**src/rtl/cfu_reorder_buffer.sv**
```systemverilog
// Reorder buffer between an in-order core and a CFU that may answer out of order.
// Optional macro CFU_ROB_BYPASS_EN adds a same-cycle response path to the head slot.
module cfu_reorder_buffer #(
  parameter int unsigned CFU_FUNCTION_ID_W = 16,
  parameter int unsigned CFU_REQ_INPUTS    = 2,
  parameter int unsigned CFU_REQ_DATA_W    = 32,
  parameter int unsigned CFU_RESP_DATA_W   = 32,
  parameter int unsigned CFU_ERROR_ID_W    = 32,
  parameter int unsigned CFU_REQ_RESP_ID_W = 3
) (
  input  logic                                      clock,
  input  logic                                      reset,
  input  logic                                      clock_en,
  input  logic                                      core_req_valid,
  output logic                                      core_req_ready,
  input  logic [CFU_FUNCTION_ID_W-1:0]              core_req_function_id,
  input  logic [CFU_REQ_INPUTS*CFU_REQ_DATA_W-1:0]  core_req_data,
  output logic                                      cfu_req_valid,
  input  logic                                      cfu_req_ready,
  output logic [CFU_FUNCTION_ID_W-1:0]              cfu_req_function_id,
  output logic [CFU_REQ_RESP_ID_W-1:0]              cfu_req_id,
  output logic [CFU_REQ_INPUTS*CFU_REQ_DATA_W-1:0]  cfu_req_data,
  input  logic                                      cfu_resp_valid,
  output logic                                      cfu_resp_ready,
  input  logic [CFU_REQ_RESP_ID_W-1:0]              cfu_resp_id,
  input  logic [CFU_RESP_DATA_W-1:0]                cfu_resp_data,
  input  logic                                      cfu_resp_ok,
  input  logic [CFU_ERROR_ID_W-1:0]                 cfu_resp_error_id,
  output logic                                      core_resp_valid,
  input  logic                                      core_resp_ready,
  output logic [CFU_RESP_DATA_W-1:0]                core_resp_data,
  output logic                                      core_resp_ok,
  output logic [CFU_ERROR_ID_W-1:0]                 core_resp_error_id,
  output logic                                      protocol_error
);

  localparam int unsigned ID_W  = CFU_REQ_RESP_ID_W;
  localparam int unsigned DEPTH = 2 ** ID_W;

  logic [ID_W:0]                head_q, tail_q;
  logic [DEPTH-1:0]             alloc_q, filled_q;
  logic                         protocol_error_q;
  logic [CFU_RESP_DATA_W-1:0]   data_q [DEPTH];
  logic [DEPTH-1:0]             ok_q;
  logic [CFU_ERROR_ID_W-1:0]    err_q [DEPTH];

  logic [ID_W-1:0] head_idx, tail_idx;
  logic active, empty, full;
  logic issue_fire, resp_fire, resp_legal, capture, bypass, retire, store;

  assign head_idx = head_q[ID_W-1:0];
  assign tail_idx = tail_q[ID_W-1:0];
  assign active   = clock_en & ~reset;
  assign empty    = (head_q == tail_q);
  assign full     = (head_idx == tail_idx) & (head_q[ID_W] != tail_q[ID_W]);

  // Issue path: full is evaluated on current state, so a same-cycle retire never unblocks issue.
  assign cfu_req_valid       = active & core_req_valid & ~full;
  assign core_req_ready      = active & cfu_req_ready & ~full;
  assign cfu_req_id          = tail_idx;
  assign cfu_req_function_id = core_req_function_id;
  assign cfu_req_data        = core_req_data;
  assign issue_fire          = cfu_req_valid & cfu_req_ready;

  // Slots are reserved at issue time, so responses are never backpressured.
  assign cfu_resp_ready = active;
  assign resp_fire      = cfu_resp_valid & cfu_resp_ready;
  assign resp_legal     = alloc_q[cfu_resp_id] & ~filled_q[cfu_resp_id];
  assign capture        = resp_fire & resp_legal;

`ifdef CFU_ROB_BYPASS_EN
  assign bypass = capture & ~empty & (cfu_resp_id == head_idx);
`else
  assign bypass = 1'b0;
`endif

  assign core_resp_valid = (active & ~empty & filled_q[head_idx]) | bypass;
  assign retire          = core_resp_valid & core_resp_ready;
  assign store           = capture & ~(bypass & retire);
  assign protocol_error  = protocol_error_q;

  always_comb begin
    core_resp_data     = data_q[head_idx];
    core_resp_ok       = ok_q[head_idx];
    core_resp_error_id = err_q[head_idx];
`ifdef CFU_ROB_BYPASS_EN
    if (bypass) begin
      core_resp_data     = cfu_resp_data;
      core_resp_ok       = cfu_resp_ok;
      core_resp_error_id = cfu_resp_error_id;
    end
`endif
  end

  always_ff @(posedge clock) begin
    if (reset) begin
      head_q           <= '0;
      tail_q           <= '0;
      alloc_q          <= '0;
      filled_q         <= '0;
      protocol_error_q <= 1'b0;
    end else begin
      if (issue_fire) begin
        alloc_q[tail_idx] <= 1'b1;
        tail_q            <= tail_q + 1'b1;
      end
      if (store) begin
        filled_q[cfu_resp_id] <= 1'b1;
      end
      if (resp_fire && !resp_legal) begin
        protocol_error_q <= 1'b1;
      end
      // Retire targets the head slot, which never collides with the issue or store above.
      if (retire) begin
        alloc_q[head_idx]  <= 1'b0;
        filled_q[head_idx] <= 1'b0;
        head_q             <= head_q + 1'b1;
      end
    end
  end

  always_ff @(posedge clock) begin
    if (store) begin
      data_q[cfu_resp_id] <= cfu_resp_data;
      ok_q[cfu_resp_id]   <= cfu_resp_ok;
      err_q[cfu_resp_id]  <= cfu_resp_error_id;
    end
  end

endmodule

```
**config.mk**
```make
export PLATFORM = sky130hd
export DESIGN_NAME = cfu_reorder_buffer
export DESIGN_NICKNAME = d
export VERILOG_FILES = /design/src/rtl/cfu_reorder_buffer.sv
export SDC_FILE = /design/constraint.sdc
export NUM_CORES = 1
export LEC_CHECK = 0
export CAP_MARGIN = 25
export CORE_UTILIZATION = 59
export DETAILED_ROUTE_END_ITERATION = 10
export GPL_TIMING_DRIVEN = 0
export PLACE_DENSITY = 0.85
export SLEW_MARGIN = 0
export SYNTH_ARGS = -nofsm -noshare
export SYNTH_HDL_FRONTEND = slang
export SYNTH_SLANG_ARGS = --single-unit
export TNS_END_PERCENT = 10
```
**constraint.sdc**
```tcl
create_clock -name clock -period 17.1 [get_ports clock]
set_input_delay 4.275 -clock clock [delete_from_list [all_inputs] [get_ports clock]]
set_output_delay 4.275 -clock clock [all_outputs]
set_load 0.02 [all_outputs]
```
==> impl_metrics.prom, run 1 <==
# TYPE chip_impl_metric gauge
chip_impl_info{name="run_status",value="finished, final reports clean"} 1
chip_impl_metric{name="floorplan.die_area",unit="mm²"} 0.03766
chip_impl_info{name="cp_cell_sequence",value="clkdlybuf4s50_1 > nor2b_1 > o21ai_1 > nor4b_4 > buf_6 > clkdlybuf4s50_1"} 1
chip_impl_metric{name="drc_errors",unit=""} 0
chip_impl_metric{name="slew-limit-headroom",unit=""} 0.4286
chip_impl_metric{name="cts_max_level",unit=""} 2
chip_impl_metric{name="timing.final.hold_violations",unit=""} 0
chip_impl_metric{name="layout-drive-gt1-share",unit=""} 0.2985
chip_impl_info{name="category_of_the_worst_setup_path_launch_point",value="primary input"} 1
chip_impl_metric{name="crit_path_max_fanout",unit=""} 10
chip_impl_metric{name="coreArea",unit="mm²"} 0.03591
chip_impl_metric{name="timing_worst_slew_pin_value",unit="ns"} 0.8570
chip_impl_metric{name="crit_buf_inv",unit=""} 3
chip_impl_info{name="criticalPathCategory",value="in2out"} 1
chip_impl_metric{name="postLayoutCoreUtil",unit=""} 0.7370
chip_impl_info{name="synth_area_leaders",value="sky130_fd_sc_hd__edfxtp_1, sky130_fd_sc_hd__mux4_2, sky130_fd_sc_hd__mux2_2"} 1
chip_impl_metric{name="gp_routability_congestion",unit=""} 0.9045
chip_impl_metric{name="fp-row-count",unit=""} 69
chip_impl_metric{name="clock_insertion_delay_worst_skew",unit="ns"} 0.56
chip_impl_info{name="tritoncts",value="yes"} 1
chip_impl_metric{name="dp_hpwl",unit="µm"} 28220
chip_impl_metric{name="timing.hold.ws",unit="ns"} 0.4898
chip_impl_metric{name="peakVddDrop",unit="V"} 0.00009285
chip_impl_metric{name="worst_path_largest_cell_delay",unit="ns"} 0.60
chip_impl_metric{name="final_nets",unit=""} 1470
chip_impl_metric{name="antenna_left",unit=""} 0
chip_impl_info{name="dominantRegCellSynth",value="sky130_fd_sc_hd__edfxtp_1"} 1
chip_impl_metric{name="layout_worst_path_cycle_share",unit=""} 0.6504
chip_impl_metric{name="floorplan.initialDensity",unit=""} 0.6060
chip_impl_metric{name="mapped_nets",unit=""} 1180
chip_impl_metric{name="detail_route.wirelength.met1",unit="µm"} 16960
chip_impl_metric{name="dr_wl_met3",unit="µm"} 3289
chip_impl_metric{name="yosysSeqAreaShare",unit=""} 0.7432
chip_impl_info{name="yosys.area.top_type",value="sky130_fd_sc_hd__edfxtp_1"} 1
chip_impl_metric{name="floorplan.die.width",unit="µm"} 194.1
chip_impl_metric{name="wire_per_inst",unit="µm"} 25.91
chip_impl_metric{name="post-cts-setup-buffer-count",unit=""} 0
chip_impl_metric{name="postSynthCellCount",unit=""} 1023
chip_impl_info{name="grt_setup_unrepaired",value="no"} 1
chip_impl_info{name="post_synth_most_frequent_cells",value="sky130_fd_sc_hd__edfxtp_1, sky130_fd_sc_hd__mux4_2, sky130_fd_sc_hd__buf_4"} 1
chip_impl_info{name="worstSetupStartpoint",value="clock_en"} 1
chip_impl_info{name="hold_path_origin",value="filled_q[7]"} 1
chip_impl_metric{name="die_h",unit="µm"} 194.1
chip_impl_metric{name="quantity_of_hold_fixing_buffers_added_after_cts",unit=""} 0
chip_impl_info{name="path_common_cell",value="sky130_fd_sc_hd__clkdlybuf4s50_1"} 1
chip_impl_metric{name="post_drt_via_cell_ratio",unit=""} 6.047
chip_impl_metric{name="leakage",unit="nW"} 8.486
chip_impl_metric{name="timing.final.setup_violations",unit=""} 0
chip_impl_metric{name="global_route_wire_length_before_repair",unit="µm"} 70190
chip_impl_metric{name="post_synth_edffs",unit=""} 520
chip_impl_metric{name="drt_first_iter_violations",unit=""} 925
chip_impl_info{name="worst_path_dominant_cell_family",value="buffers and inverters"} 1
chip_impl_info{name="critical-path-slowest-cell",value="sky130_fd_sc_hd__clkdlybuf4s50_1"} 1
chip_impl_metric{name="grt_usage",unit=""} 0.2546
chip_impl_metric{name="ys_ff_latch",unit=""} 548
chip_impl_metric{name="arrival",unit="ns"} 6.85
chip_impl_metric{name="pwrdens",unit="mW/mm²"} 99.18
chip_impl_metric{name="grt_pass1_vias",unit=""} 11529
chip_impl_metric{name="antenna_found_initial",unit=""} 3
chip_impl_info{name="top_routing_layer_used",value="met5"} 1
chip_impl_metric{name="io_buffers",unit=""} 225
chip_impl_metric{name="max_clock_freq",unit="MHz"} 89.92
chip_impl_metric{name="gates_resized_cts_repair",unit=""} 0
chip_impl_metric{name="worst_hold_path_depth",unit=""} 2
chip_impl_info{name="hp-class",value="reg2reg"} 1
chip_impl_metric{name="grt_max_degree",unit=""} 54
chip_impl_metric{name="first_pass_iters",unit=""} 5
chip_impl_metric{name="worst_reg2reg_setup_slack",unit="ns"} 14.16
chip_impl_metric{name="ports",unit=""} 308
chip_impl_metric{name="ff2ff_path_depth",unit=""} 7
chip_impl_metric{name="syn-cell-area",unit="mm²"} 0.02176
chip_impl_metric{name="synth_largest_type_area_fraction",unit=""} 0.7175
chip_impl_metric{name="ys_async_sr_fraction",unit=""} 0
chip_impl_metric{name="finalPower",unit="mW"} 2.625
chip_impl_info{name="worstSetupEndpointType",value="output pin"} 1
chip_impl_info{name="clock-root-buffer",value="sky130_fd_sc_hd__clkbuf_16"} 1
chip_impl_info{name="endpoint_of_the_most_critical_register_to_register_path",value="err_q[1][11]"} 1
chip_impl_metric{name="num_vias",unit=""} 11006
chip_impl_metric{name="synth_warnings",unit=""} 0
chip_impl_metric{name="met2_length",unit="µm"} 25680
chip_impl_metric{name="cts.path.max_buffers",unit=""} 3
chip_impl_metric{name="clock_skew",unit="ns"} 0.01168
chip_impl_metric{name="setup-tns-final",unit="ns"} 0
chip_impl_metric{name="gr-total-overflow",unit=""} 0
chip_impl_metric{name="yosysUniqueCellTypes",unit=""} 52
chip_impl_info{name="worstReg2RegStart",value="alloc_q[0]"} 1
chip_impl_metric{name="drv_slew",unit=""} 0
chip_impl_metric{name="timing.final.crit_period",unit="ns"} 11.12
chip_impl_metric{name="synth_area_per_cell",unit="µm²"} 21.27
chip_impl_metric{name="drv_cap",unit=""} 0
chip_impl_metric{name="areaGrowthSynthToFinish",unit="%"} 21.63
chip_impl_info{name="synthMostInstantiatedCell",value="sky130_fd_sc_hd__edfxtp_1"} 1
chip_impl_metric{name="cts-buffers-inserted",unit=""} 53
chip_impl_info{name="min_to",value="filled_q[7]"} 1
chip_impl_metric{name="wl",unit="µm"} 47150
chip_impl_metric{name="required",unit="ns"} 12.82
chip_impl_metric{name="cts_sink_cnt",unit=""} 548
chip_impl_metric{name="clkSlewWorstSetupHoldPaths",unit="ns"} 0.06
-- registers in the layout, summed over array words and instances, names as in the netlist, named ones only --
register and count:
ok_q 8, err_q 256, tail_q 4, data_q 256, protocol_error 1, filled_q 8
alloc_q 8, head_q 4
-- cell type report --
type	instances	area (µm²)
Tap cell	461	576.8
Clock inverter	28	185.2
Clock buffer	71	1413
Sequential cell	548	16180
Inverter	13	58.81
Antenna cell	2	5.005
Multi-Input combinational cell	328	4698
Fill cell	1998	9444
Timing Repair Buffer	235	2497
Buffer	134	860.8
-- power by group --
part           switching, mW  total [mW]  internal (mW)
registers           0.000397        1.47           1.47
logic                 0.0419      0.0877         0.0459
clock network          0.473        1.07          0.597
total                  0.516        2.63           2.11
-- worst max path at each step --
stage          depth (start not counted)         endpoint
2_1_floorplan                          5  core_resp_valid
3_3_place_gp                           7     err_q[1][28]
3_5_place_dp                           6  core_resp_valid
4_1_cts                                6  core_resp_valid
5_1_grt                                6  core_resp_valid
6_report                               6  core_resp_valid
-- routing by layer --
metal / track usage / vias up
met5: 0 / -
met4: 0.08113 / 2
met3: 0.04731 / 89
met2: 0.4678 / 515
met1: 0.3030 / 5667
li1: - / 4733
-- worst min-delay path: stages, from the launching register on --
cell and delay [ns]:
sky130_fd_sc_hd__dfxtp_1 0.32, sky130_fd_sc_hd__inv_1 0.07, sky130_fd_sc_hd__a211oi_1 0.06
-- metrics by stage --
stage	worst slack, ns	cells	area (µm²)
3_5_place_dp	6.065	1719	24870
5_1_grt	5.898	1819	26470
3_3_place_gp	5.213	1709	24590
2_1_floorplan	7.101	1023	21760
4_1_cts	6.057	1818	26470
6_report	5.979	1820	26470
-- cell usage in the layout (no fill, tap or decap), types with 7 or more instances in the layout --
cell type and count:
sky130_fd_sc_hd__buf_4 83, sky130_fd_sc_hd__dfxtp_1 28, sky130_fd_sc_hd__nor2_1 17, sky130_fd_sc_hd__mux2_2 72, sky130_fd_sc_hd__clkbuf_16 53, sky130_fd_sc_hd__a21oi_1 7, sky130_fd_sc_hd__mux4_2 129, sky130_fd_sc_hd__edfxtp_1 520
sky130_fd_sc_hd__a41oi_1 7, sky130_fd_sc_hd__buf_2 19, sky130_fd_sc_hd__a211oi_1 12, sky130_fd_sc_hd__inv_1 9, sky130_fd_sc_hd__clkinv_1 14, sky130_fd_sc_hd__clkbuf_1 40, sky130_fd_sc_hd__clkdlybuf4s50_1 225
-- kinds of logic (layout without fill, tap and decap cells) --
logic type      after synthesis  count (layout)  share of synthesized area
compound gates               53              53                    0.01920
xor+xnor                      4               4                   0.001955
fa+ha+maj                     2               2                   0.001150
buf+inv                     147             481                    0.04180
flops                       548             548                     0.7432
mux                         208             208                     0.1755
other cells                   0               2                          0
simple gates                 61              61                    0.01719
(Power assumes the default switching activity.)
==> run 2, diff against run 1 <==
--- a/config.mk
+++ b/config.mk
@@ -6,10 +6,10 @@
 export NUM_CORES = 1
 export LEC_CHECK = 0
 export CAP_MARGIN = 25
-export CORE_UTILIZATION = 59
+export CORE_UTILIZATION = 55
 export DETAILED_ROUTE_END_ITERATION = 10
 export GPL_TIMING_DRIVEN = 0
-export PLACE_DENSITY = 0.85
+export PLACE_DENSITY = 0.8
 export SLEW_MARGIN = 0
 export SYNTH_ARGS = -nofsm -noshare
 export SYNTH_HDL_FRONTEND = slang
==> constraint.sdc (replaced) <==
create_clock -name clock -period 11.25 [get_ports clock]
set_input_delay 2.8125 -clock clock [delete_from_list [all_inputs] [get_ports clock]]
set_output_delay 2.8125 -clock clock [all_outputs]
set_load 0.02 [all_outputs]
==> impl_metrics.prom, run 2 (same netlist as run 1, synthesis figures left out) <==
# TYPE chip_impl_metric gauge
chip_impl_metric{name="gr-total-overflow",unit=""} 0
chip_impl_metric{name="antenna_left",unit=""} 0
chip_impl_info{name="hold_path_origin",value="filled_q[6]"} 1
chip_impl_info{name="criticalPathCategory",value="in2out"} 1
chip_impl_info{name="layout_common_cells",value="sky130_fd_sc_hd__edfxtp_1, sky130_fd_sc_hd__clkdlybuf4s50_1, sky130_fd_sc_hd__mux4_2"} 1
chip_impl_metric{name="layout-drive-gt1-share",unit=""} 0.3016
chip_impl_metric{name="finish.instance_area",unit="mm²"} 0.02667
chip_impl_metric{name="drt_first_iter_violations",unit=""} 894
chip_impl_metric{name="grt_pass1_vias",unit=""} 11635
chip_impl_metric{name="post_drt_via_cell_ratio",unit=""} 5.836
chip_impl_metric{name="cts.path.max_buffers",unit=""} 3
chip_impl_metric{name="drc_errors",unit=""} 0
chip_impl_info{name="worstReg2RegStart",value="alloc_q[1]"} 1
chip_impl_metric{name="pwrdens",unit="mW/mm²"} 153.6
chip_impl_metric{name="cts_sink_cnt",unit=""} 548
chip_impl_metric{name="dpl.cell_count",unit=""} 1777
chip_impl_info{name="category_of_the_worst_setup_path_launch_point",value="primary input"} 1
chip_impl_metric{name="setup-tns-final",unit="ns"} 0
chip_impl_metric{name="floorplan.initialDensity",unit=""} 0.5605
chip_impl_metric{name="num_vias",unit=""} 10942
chip_impl_info{name="critical-path-slowest-cell",value="sky130_fd_sc_hd__clkdlybuf4s50_1"} 1
chip_impl_metric{name="grt_max_degree",unit=""} 48
chip_impl_metric{name="timing.final.setup_violations",unit=""} 0
chip_impl_metric{name="power_frac_seq",unit=""} 0.545
chip_impl_metric{name="ports",unit=""} 308
chip_impl_metric{name="crit_buf_inv",unit=""} 3
chip_impl_metric{name="clock_skew",unit="ns"} 0.01180
chip_impl_metric{name="antenna_found_initial",unit=""} 4
chip_impl_metric{name="cts_max_level",unit=""} 2
chip_impl_metric{name="gates_resized_cts_repair",unit=""} 0
chip_impl_metric{name="gp_routability_congestion",unit=""} 0.8530
chip_impl_metric{name="final_nets",unit=""} 1471
chip_impl_metric{name="coreArea",unit="mm²"} 0.03883
chip_impl_metric{name="ff2ff_path_depth",unit=""} 7
chip_impl_metric{name="areaGrowthSynthToFinish",unit="%"} 22.57
chip_impl_info{name="hp-class",value="reg2reg"} 1
chip_impl_metric{name="io_buffers",unit=""} 225
chip_impl_metric{name="final_cells",unit=""} 1875
chip_impl_metric{name="drv_slew",unit=""} 0
chip_impl_metric{name="first_pass_iters",unit=""} 4
chip_impl_info{name="final_common_cell",value="sky130_fd_sc_hd__edfxtp_1"} 1
chip_impl_info{name="tritoncts",value="yes"} 1
chip_impl_info{name="worstSetupEndpointType",value="output pin"} 1
chip_impl_metric{name="p_sw_frac",unit=""} 0.1927
chip_impl_metric{name="slew-limit-headroom",unit=""} 0.3998
chip_impl_metric{name="final_critical_path_setup_slack",unit="ns"} 3.064
chip_impl_metric{name="arrival",unit="ns"} 5.37
chip_impl_metric{name="peakVddDrop",unit="V"} 0.0001401
chip_impl_info{name="worst_path_dominant_cell_family",value="buffers and inverters"} 1
chip_impl_metric{name="quantity_of_hold_fixing_buffers_added_after_cts",unit=""} 0
chip_impl_metric{name="place_worst_setup_slack",unit="ns"} 3.150
chip_impl_info{name="grt_setup_unrepaired",value="no"} 1
chip_impl_metric{name="layout_worst_path_cycle_share",unit=""} 0.7277
chip_impl_metric{name="dp_hpwl",unit="µm"} 27650
chip_impl_metric{name="global_route_wire_length_before_repair",unit="µm"} 69900
chip_impl_metric{name="leakage",unit="nW"} 8.542
chip_impl_metric{name="net-switching-power",unit="mW"} 0.7893
chip_impl_info{name="cp_cell_sequence",value="clkdlybuf4s50_1 > nor2b_1 > o21ai_1 > nor4b_4 > buf_6 > clkdlybuf4s50_1"} 1
chip_impl_metric{name="required",unit="ns"} 8.44
chip_impl_info{name="layout_top_registers",value="data_q (256), err_q (256)"} 1
chip_impl_metric{name="floorplan.die.width",unit="µm"} 200.9
chip_impl_metric{name="grt_usage",unit=""} 0.2353
chip_impl_metric{name="power.internal",unit="mW"} 3.307
chip_impl_metric{name="worst_path_largest_cell_delay",unit="ns"} 0.61
chip_impl_info{name="clock-root-buffer",value="sky130_fd_sc_hd__clkbuf_16"} 1
chip_impl_metric{name="timing_worst_slew_pin_value",unit="ns"} 0.9002
chip_impl_metric{name="max_clock_freq",unit="MHz"} 122.2
chip_impl_metric{name="postLayoutCoreUtil",unit=""} 0.6870
chip_impl_metric{name="clkSlewWorstSetupHoldPaths",unit="ns"} 0.06
chip_impl_info{name="run_status",value="finished, final reports clean"} 1
chip_impl_metric{name="power_frac_clock",unit=""} 0.423
chip_impl_metric{name="crit_path_max_fanout",unit=""} 10
chip_impl_metric{name="wire_per_inst",unit="µm"} 24.84
chip_impl_metric{name="timing.final.hold_violations",unit=""} 0
chip_impl_info{name="worstSetupStartpoint",value="clock_en"} 1
chip_impl_metric{name="finalPower",unit="mW"} 4.097
chip_impl_metric{name="post_dp_cell_area",unit="mm²"} 0.02497
chip_impl_metric{name="wl",unit="µm"} 46570
chip_impl_metric{name="die_h",unit="µm"} 200.9
chip_impl_metric{name="comb_power_share",unit=""} 0.033
chip_impl_info{name="path_common_cell",value="sky130_fd_sc_hd__clkdlybuf4s50_1"} 1
chip_impl_metric{name="drv_cap",unit=""} 0
chip_impl_info{name="min_to",value="filled_q[6]"} 1
chip_impl_metric{name="floorplan.die_area",unit="mm²"} 0.04037
chip_impl_metric{name="worst_reg2reg_setup_slack",unit="ns"} 8.29
chip_impl_metric{name="timing.hold.ws",unit="ns"} 0.4873
chip_impl_metric{name="post-cts-setup-buffer-count",unit=""} 0
chip_impl_metric{name="timing.final.crit_period",unit="ns"} 8.186
chip_impl_metric{name="worst_hold_path_depth",unit=""} 2
chip_impl_info{name="endpoint_of_the_most_critical_register_to_register_path",value="err_q[1][22]"} 1
chip_impl_metric{name="clock_insertion_delay_worst_skew",unit="ns"} 0.58
chip_impl_metric{name="fp-row-count",unit=""} 72
chip_impl_metric{name="cts-buffers-inserted",unit=""} 53
[run 2: changes by cell type in the layout (fill, tap and decap cells not counted), sizes merged, moves of 2 or more]
| cell | change |
|---|---|
| bufinv | +4 |
| clkinv | -4 |
| clkbuf | -3 |
| clkinvlp | +2 |
[run 2: per-layer routing]
metal  GRT usage  share of wire  wire (µm)
met1      0.2885           0.38      17550
met2      0.4168           0.53      24690
met3     0.04399          0.066       3077
met4     0.08588          0.026       1209
met5           0        0.00082         38
[run 2: power by group through the flow]
stage          logic, mW  registers [mW]  clock network (mW)
6_report           0.133            2.23                1.73
5_1_grt            0.141            2.23                1.83
4_1_cts            0.133            2.23                1.75
3_5_place_dp       0.133            2.27                   0
3_3_place_gp       0.128            2.27                   0
2_1_floorplan     0.0524            2.28                   0
[run 2: cell type report]
type	count	area [µm²]
antenna	1	2.502
buffer	134	860.8
clock buffer	68	1425
clock inverter	29	272.8
fill	2447	12150
inverter	13	58.81
multi-input combinational	328	4698
sequential	548	16180
tap	518	648.1
timing repair buffer	236	2532
[run 2: worst max-delay path by stage]
stage                            endpoint  slack [ns]  cells after the start
final                     core_resp_valid        3.06                      6
after global routing      core_resp_valid        3.02                      6
after CTS                 core_resp_valid        3.14                      6
after detailed placement  core_resp_valid        3.15                      6
after global placement       err_q[1][28]        0.62                      7
after floorplan              data_q[1][0]        4.04                      5
[run 2: worst register-to-register path: stages, from the launching register on]
cell and delay, ns:
sky130_fd_sc_hd__dfxtp_1 0.34, sky130_fd_sc_hd__mux4_2 0.25, sky130_fd_sc_hd__a21o_1 0.15, sky130_fd_sc_hd__clkbuf_1 0.34, sky130_fd_sc_hd__nand3_1 0.28, sky130_fd_sc_hd__nor2b_4 0.74
sky130_fd_sc_hd__buf_12 0.30, sky130_fd_sc_hd__buf_12 0.24
